===== config.mk =====
export PLATFORM = sky130hd
export DESIGN_NAME = mem_arbiter
export DESIGN_NICKNAME = d
export VERILOG_FILES = /design/src/rtl/rv64_mem_defs.sv /design/src/rtl/rr_arb2.sv /design/src/rtl/mem_arbiter.sv
export SDC_FILE = /design/constraint.sdc
export NUM_CORES = 1
export LEC_CHECK = 0
export CAP_MARGIN = 15
export CORE_AREA = 2 2 175 177
export CTS_CLUSTER_DIAMETER = 80
export DETAILED_ROUTE_END_ITERATION = 10
export DIE_AREA = 0 0 177 179
export DONT_BUFFER_PORTS = 1
export GPL_TIMING_DRIVEN = 0
export SLEW_MARGIN = 10
export SYNTH_ARGS = -nofsm -noshare
export SYNTH_HDL_FRONTEND = slang
export SYNTH_SLANG_ARGS = --single-unit

===== constraint.sdc =====
create_clock -name clk -period 4.6 [get_ports clk]
set_input_delay 0.23 -clock clk [delete_from_list [all_inputs] [get_ports clk]]
set_output_delay 0.23 -clock clk [all_outputs]
set_load 0.01 [all_outputs]

===== src/rtl/rv64_mem_defs.sv =====
// Shared encodings and helpers for the unified-memory arbiter of the rv64 multicycle core.
package rv64_mem_defs;

   typedef enum logic [1:0] {
      IDLE  = 2'd0,
      ISSUE = 2'd1,
      WAIT  = 2'd2,
      RESP  = 2'd3
   } state_t;

   typedef enum logic {
      OWN_IF = 1'b0,
      OWN_LS = 1'b1
   } owner_t;

   localparam int unsigned MEM_LAT_DEFAULT = 1;
   localparam logic [3:0]  IF_LEN          = 4'd4;

   // A fetch returns the 32-bit half of the doubleword selected by address bit 2.
   function automatic logic [31:0] fetch_word(input logic hi, input logic [63:0] data);
      return hi ? data[63:32] : data[31:0];
   endfunction

endpackage


===== src/rtl/rr_arb2.sv =====
// Two-way round-robin select between instruction fetch and load/store.
module rr_arb2
   import rv64_mem_defs::*;
(
   input  logic   req_if,
   input  logic   req_ls,
   input  owner_t last_owner,
   output logic   any,
   output owner_t owner
);

   // On a tie the requester that did not win last time gets the memory.
   always_comb begin
      any   = 1'b0;
      owner = OWN_LS;
      if (req_if && req_ls) begin
         any   = 1'b1;
         owner = (last_owner == OWN_IF) ? OWN_LS : OWN_IF;
      end else if (req_if) begin
         any   = 1'b1;
         owner = OWN_IF;
      end else if (req_ls) begin
         any   = 1'b1;
         owner = OWN_LS;
      end else begin
         any   = 1'b0;
         owner = OWN_LS;
      end
   end

endmodule


===== src/rtl/mem_arbiter.sv =====
// Serialises IF and LS accesses onto one single-ported memory, one transaction at a time.
module mem_arbiter
   import rv64_mem_defs::*;
#(
   parameter int unsigned MEM_LAT = MEM_LAT_DEFAULT,
   parameter int unsigned MEM_AW  = 11
)
(
   input  logic              clk,
   input  logic              rst,
   input  logic              halt,
   input  logic              if_req,
   input  logic [63:0]       if_addr,
   output logic              if_gnt,
   output logic              if_rvalid,
   output logic [31:0]       if_rdata,
   input  logic              ls_req,
   input  logic              ls_we,
   input  logic [63:0]       ls_addr,
   input  logic [63:0]       ls_wdata,
   input  logic [3:0]        ls_len,
   output logic              ls_gnt,
   output logic              ls_rvalid,
   output logic [63:0]       ls_rdata,
   output logic              mem_en,
   output logic              mem_we,
   output logic [MEM_AW-1:0] mem_addr,
   output logic [63:0]       mem_wdata,
   output logic [3:0]        mem_len,
   input  logic [63:0]       mem_rdata
);

   localparam logic [7:0] CNT_INIT = 8'(MEM_LAT - 1);

   state_t     state_r;
   owner_t     owner_r;
   owner_t     last_owner_r;
   logic       we_r;
   logic [7:0] cnt_r;
   logic       if_elig_s;
   logic       any_s;
   owner_t     sel_s;
   logic       unused_s;

   assign if_elig_s = if_req & ~halt;
   // Address bits above the memory window are deliberately dropped.
   assign unused_s  = &{1'b0, if_addr[63:MEM_AW], ls_addr[63:MEM_AW]};

   rr_arb2 u_rr_arb2 (
      .req_if     (if_elig_s),
      .req_ls     (ls_req),
      .last_owner (last_owner_r),
      .any        (any_s),
      .owner      (sel_s)
   );

   // Transaction FSM; strobes are set on entry to the state that shows them so every output is a flop.
   always_ff @(posedge clk or negedge rst) begin
      if (!rst) begin
         state_r      <= IDLE;
         owner_r      <= OWN_IF;
         last_owner_r <= OWN_IF;
         we_r         <= 1'b0;
         cnt_r        <= 8'd0;
         if_gnt       <= 1'b0;
         if_rvalid    <= 1'b0;
         if_rdata     <= 32'd0;
         ls_gnt       <= 1'b0;
         ls_rvalid    <= 1'b0;
         ls_rdata     <= 64'd0;
         mem_en       <= 1'b0;
         mem_we       <= 1'b0;
         mem_addr     <= {MEM_AW{1'b0}};
         mem_wdata    <= 64'd0;
         mem_len      <= 4'd0;
      end else begin
         if_gnt    <= 1'b0;
         ls_gnt    <= 1'b0;
         if_rvalid <= 1'b0;
         ls_rvalid <= 1'b0;
         mem_en    <= 1'b0;
         mem_we    <= 1'b0;
         case (state_r)
            IDLE: begin
               if (any_s) begin
                  owner_r <= sel_s;
                  state_r <= ISSUE;
                  mem_en  <= 1'b1;
                  if (sel_s == OWN_LS) begin
                     ls_gnt    <= 1'b1;
                     we_r      <= ls_we;
                     mem_we    <= ls_we;
                     mem_addr  <= ls_addr[MEM_AW-1:0];
                     mem_wdata <= ls_wdata;
                     mem_len   <= ls_len;
                  end else begin
                     if_gnt    <= 1'b1;
                     we_r      <= 1'b0;
                     mem_addr  <= if_addr[MEM_AW-1:0];
                     mem_wdata <= 64'd0;
                     mem_len   <= IF_LEN;
                  end
               end else begin
                  state_r <= IDLE;
               end
            end
            ISSUE: begin
               last_owner_r <= owner_r;
               cnt_r        <= CNT_INIT;
               state_r      <= WAIT;
            end
            WAIT: begin
               if (cnt_r != 8'd0) begin
                  cnt_r <= cnt_r - 8'd1;
               end else begin
                  state_r <= RESP;
                  if (owner_r == OWN_IF) begin
                     if_rvalid <= 1'b1;
                     if_rdata  <= fetch_word(mem_addr[2], mem_rdata);
                  end else begin
                     ls_rvalid <= 1'b1;
                     ls_rdata  <= we_r ? 64'd0 : mem_rdata;
                  end
               end
            end
            RESP: begin
               state_r <= IDLE;
            end
            default: begin
               state_r <= IDLE;
            end
         endcase
      end
   end

endmodule


Word-level counts from Yosys, hierarchy flattened
Index checks and enable logic that the tools add are counted.
{ "totals": {"ff_bits": 194, "latch_bits": 0, "ram_bits": 0, "mem_bits_ro": 0, "input_bits": 266, "output_inout_bits": 181, "word_cells": 67, "memories": 0} }
{ "op_classes": {"add_sub_neg": 1, "multipliers": 0, "div": 0, "n_lt_le_gt_ge": 0, "n_eq_ne": 5, "shift": 0, "mux": 33, "bitwise": 4, "reduce_logical": 8} }
{ "op_table": {"columns": ["cell", "count"], "rows": [
  ["64-bit 2-to-1 mux", 2],
  ["32-bit 2-to-1 mux", 1],
  ["1-bit 2-to-1 mux", 24],
  ["8-bit case mux with 2 select lines", 1],
  ["11-bit 2-to-1 mux", 1],
  ["8-bit 2-to-1 mux", 1],
  ["2-bit case mux with 4 select lines", 1],
  ["8-bit nonzero test", 1],
  ["8-bit by 1-bit subtractor with 8-bit output, second input constant", 1],
  ["3-bit AND reduction", 2],
  ["2-bit equality test, second input constant", 2],
  ["4-bit 2-to-1 mux", 1],
  ["2-bit inequality test, second input constant", 2],
  ["2-bit AND reduction", 2],
  ["1-bit NOT", 3],
  ["2-bit by 1-bit equality test with 1-bit output, second input constant", 1],
  ["2-bit logical NOT", 1],
  ["2-bit 2-to-1 mux", 1],
  ["2-bit nonzero test", 1],
  ["1-bit AND", 1],
  ["1-bit logical AND", 1]
]} }

Longest topological paths before layout
{ "depth": {"ltp_word": 7, "ltp_mapped": 8, "mapped_depth_nobuf": 6} }

Modules after synthesis
Synthesis repeated with hierarchy kept, for this count alone.
{ "hier_totals": {"cells_unflattened": 845, "hier_area_um2": 8466.9} }
{ "by_module_without_submodules": {"columns": ["module", "n_inst", "cells_each", "area_each_um2", "seq_area_each_um2"], "rows": [
  ["mem_arbiter", 1, 842, 8451.9, 4854.7],
  ["rr_arb2", 1, 3, 15.0, 0.0]
]} }

Worst setup path before layout
No wires, ideal clock.
{ "synth_path": {"path_type": "register to register", "from": "reg cnt_r[0]", "to": "reg ls_rdata[0]", "arrival_ps": 2049, "t_required_ps": 4475, "slack_ps": 2426, "stages_incl_launch_ff": 9, "synth_period_minus_slack_ps": 2174, "path_cell_list": "dfrtp_1 > inv_1 > ha_1 > or3b_2 > nor2_4 > and3_1 > buf_6 > buf_6 > mux2_2"} }
{ "synth_via": {"elab_chain_len": 3} }
{ "synth_lines": {"columns": ["item", "line", "rtl"], "rows": [
  ["from (decl)", "mem_arbiter.sv:39", "logic [7:0] cnt_r;"],
  ["from (signal assigned)", "mem_arbiter.sv:114", "cnt_r <= cnt_r - 8'd1;"],
  ["8-bit nonzero test", "mem_arbiter.sv:113", "if (cnt_r != 8'd0) begin"],
  ["1-bit NOT (no line)", null, null],
  ["3-bit AND reduction (no line)", null, null],
  ["to (signal assigned)", "mem_arbiter.sv:122", "ls_rdata <= we_r ? 64'd0 : mem_rdata;"],
  ["to (decl)", "mem_arbiter.sv:24", "output logic [63:0] ls_rdata,"]
]} }
Every way passes these cells.
A chain may end at the register's enable or synchronous reset.

Worst setup path after layout
{ "layout_path": {"from": "reg state_r[0]", "to": "reg mem_addr[6]"} }
{ "layout_via": {"elab_chain_len": 2} }
{ "layout_lines": {"columns": ["item", "line", "rtl"], "rows": [
  ["from (decl)", "mem_arbiter.sv:35", "state_t state_r;"],
  ["from (signal assigned)", "mem_arbiter.sv:60", "state_r <= IDLE;"],
  ["from (signal assigned)", "mem_arbiter.sv:87", "state_r <= ISSUE;"],
  ["from (signal assigned)", "mem_arbiter.sv:104", "state_r <= IDLE;"],
  ["2-bit logical NOT", "mem_arbiter.sv:83", "case (state_r)"],
  ["2-bit AND reduction (no line)", null, null],
  ["to (signal assigned)", "mem_arbiter.sv:73", "mem_addr <= {MEM_AW{1'b0}};"],
  ["to (signal assigned)", "mem_arbiter.sv:93", "mem_addr <= ls_addr[MEM_AW-1:0];"],
  ["to (signal assigned)", "mem_arbiter.sv:99", "mem_addr <= if_addr[MEM_AW-1:0];"],
  ["to (decl)", "mem_arbiter.sv:27", "output logic [MEM_AW-1:0] mem_addr,"]
]} }
Every way passes these cells.

==> qor.csv <==
stage;metric;value;unit
power;pwr-share-clk;20.9;%
hold_path;hold_path_class;in2async;
final_layout;fill_cells;2950;
routing;first_pass_iters;6;
synthesis;synthCells;789;
clock_network;worstSkewPairLatency;0.44;ns
power;power_frac_comb;32.5;%
sta;setup_tns;0;ns
sta;period_minus_slack;3.23;ns
synthesis;yosys_warnings;0;
setup_path;crit_buf_inv;5;
clock_network;h-tree-depth;4;
final_layout;regArea;0.00485;sq mm
final_layout;syn_to_final_growth;30.4;%
final_layout;layout-drive-gt1-share;11.1;%
clock_network;cts_root_buf;clkbuf_16;
synthesis;yosysTopAreaCellShare;58.3;%
power;p_per_area;671;mW/mm^2
clock_network;cts_num_sinks;194;
sta;finalSetupViolations;0;
status;status;finished with violations;
global_routing;grt_pass1_vias;6949;
clock_network;cts_setup_buffers;0;
power;peakVddDrop;0.331;mV
floorplan;die_area;0.0317;sq mm
floorplan;core-area;0.0300;sq mm
synthesis;syn_area;0.00832;sq mm
global_routing;gr-total-overflow;0;
power;fin_total_pwr;7.28;mW
placement;place_area;0.00882;sq mm
global_routing;grt_max_degree;195;
power;power.net_switching;2.87;mW
routing;wirelength;27700;um
floorplan;io-pin-count;447;
global_routing;grt_usage;17.3;%
synthesis;yosysTopAreaCell;dfrtp_1;
setup_path;worstPathRequired;4.93;ns
sta;finalCritPeriodShare;70.2;%
setup_path;path_cells;inv_1, ha_1, o21ai_2, inv_1, clkbuf_1, clkbuf_1, a31oi_1, dlygate4sd3_1;
routing;drtIter0Drc;219;
synthesis;ys_types;37;
setup_path;max_stage_delay;0.67;ns
clock_network;cts_buffer_depth;2;
floorplan;die_w;177;um
power;power_leakage;4.99;nW
sta;rsz0062_at_grt;no;
sta;fin_worst_skew;0.0114;ns
clock_network;cts.clk_slew.worst_paths;0.08;ns
routing;vias;6460;
final_layout;multi_input_area;0.00319;sq mm
sta;hold_viol_final;194;
routing;ant_nets;0;
setup_path;critPathArrivalTime;3.56;ns
power;swShare;39.5;%
clock_network;cts_resized;0;
routing;viasPerCell;4.75;
routing;wl_per_cell;20.4;um
sta;relSlewSlack;32.8;%
setup_path;crit_slowest_cell;clkbuf_1;
global_routing;grt_pass1_wl;40600;um
sta;tightestPinTransition;1.00;ns
floorplan;initial_core_util;27.7;%
setup_path;endpoint_kind;register;
clock_network;cts_tree;yes;
routing;drc;0;
synthesis;syn_nets;1060;
synthesis;synth_edf_count;0;
setup_path;critPathTopFamily;buffers and inverters;
synthesis;ys_dominant_reg_cell;dfrtp_1;
setup_path;crit_fanout;10;
synthesis;synth_seq_cells;194;
synthesis;syn_avg_cell_area;10.5;sq um
power;p_int;4.41;mW
final_layout;stdcell_area;0.0108;sq mm
clock_network;cts_made_buffers;17;
synthesis;seq_area_frac_synth;58.3;%
setup_path;critPathLaunchType;register;
final_layout;fin_nets;1223;
power;seqPwrFrac;46.6;%
synthesis;async_flop_share;100;%
global_routing;grt_antenna_before_repair;2;
placement;gp_congestion;0.819;
placement;hpwl;19000;um
sta;drv_slew;0;
clock_network;cts_hold_buf;144;
status;failed_checks;negative hold slack;
sta;fmax;310;MHz
sta;whs;-0.511;ns
floorplan;die_h;179;um
setup_path;path_class;reg2reg;
floorplan;rows;64;
run;drv_cap;0;
synthesis;synth_top_cells_by_area;dfrtp_1 (58%), mux2_2 (7.8%), nand2_1 (7.4%);
placement;numPortBuffers;0;
==> worst register-to-register path, cell delays in order, from the launching register on <==
cell           delay (ns)
dfrtp_1              0.40
inv_1                0.09
ha_1                 0.20
o21ai_2              0.23
inv_1                0.18
clkbuf_1             0.56
clkbuf_1             0.68
a31oi_1              0.17
dlygate4sd3_1        0.61
==> sequential cells by signal, indices dropped and copies added (netlist names) <==
signal        cells
cnt_r             8
if_gnt            1
if_rdata         32
if_rvalid         1
last_owner_r      1
ls_gnt            1
ls_rdata         64
ls_rvalid         1
mem_addr         11
mem_en            1
mem_len           4
mem_wdata        64
mem_we            1
owner_r           1
state_r           2
we_r              1
==> cell families after synthesis <==
group,share of synthesized area (%)
compound gates,4.33
xor+xnor,0.211
simple gates,20.4
fa+ha+maj,0.752
buf+inv,3.32
flops,58.3
mux,12.6
==> metrics by stage <==
step | hold WS (ns) | worst slack [ns] | std cells | util (%)
2_1_floorplan | -0.0656 | 2.43 | 789 | -
3_3_place_gp | -0.0613 | 1.57 | 1185 | 29.4
3_5_place_dp | -0.0609 | 1.73 | 1185 | 29.4
4_1_cts | -0.559 | 1.24 | 1360 | 36.1
5_1_grt | -0.559 | 1.13 | 1361 | 36.1
6_report | -0.511 | 1.37 | 1361 | 36.1
==> cell type report <==
type,instances,share of cell area (%)
sequential,194,44.8
tap,396,4.57
clock inverter,11,1.16
antenna,1,0.0231
buffer,52,2.31
inverter,7,0.242
clock buffer,20,4.21
timing repair buffer,144,13.3
multi-input combinational,536,29.4
==> power by group through the flow <==
stage	sequential, mW	clock [mW]	combinational [mW]
finish	3.39	1.52	2.37
global route	3.49	1.64	2.64
CTS	3.40	1.56	2.38
detailed placement	3.41	0	2.15
global placement	3.41	0	2.07
floorplan	3.18	0	1.61
==> synth_stat cells, types with 3 or more instances <==
cell and n:
mux2_1 6, nand2_1 164, inv_1 7, nand3_1 68, a31oi_1 12, dfrtp_1 194, mux2_2 58, mux2i_1 33
nor2_1 51, o21ai_0 8, buf_2 8, clkbuf_1 37, nand2b_1 3, ha_1 5, a21oi_1 35, buf_6 6
nor2b_1 68
==> path summary, 6_finish.rpt <==
check	endpoint	slack, ns	cells past startpoint	startpoint
min in group clk	mem_addr[2]	0.03	2	if_addr[2]
worst min-delay path	ls_rdata[17]	-0.51	0	rst
worst max-delay path	mem_addr[6]	1.37	8	state_r[0]
max in group asynchronous	mem_addr[1]	4.70	0	rst
worst min register to register	mem_wdata[7]	0.54	2	mem_wdata[7]
worst max register to register	mem_addr[6]	1.37	8	state_r[0]
==> layer usage <==
| metal | vias to the layer above | part of all wire, % | track usage (%) |
|---|---|---|---|
| met5 | - | 0.047 | 0 |
| met4 | 2 | 3.4 | 8.30 |
| met3 | 43 | 10 | 6.87 |
| met2 | 348 | 48 | 29.4 |
| met1 | 3121 | 38 | 18.8 |
| li1 | 2946 | - | - |
==> placed cells by master, fill, tap and decap left out, types with 17 or more instances in the layout <==
cell	instances
dfrtp_1	194
clkbuf_1	38
mux2i_1	33
dlygate4sd3_1	144
nand3_1	68
clkbuf_16	17
nand2_1	164
nor2b_1	68
nor2_1	51
mux2_2	58
a21oi_1	35
Note: power is estimated with default switching activity, not from simulation.
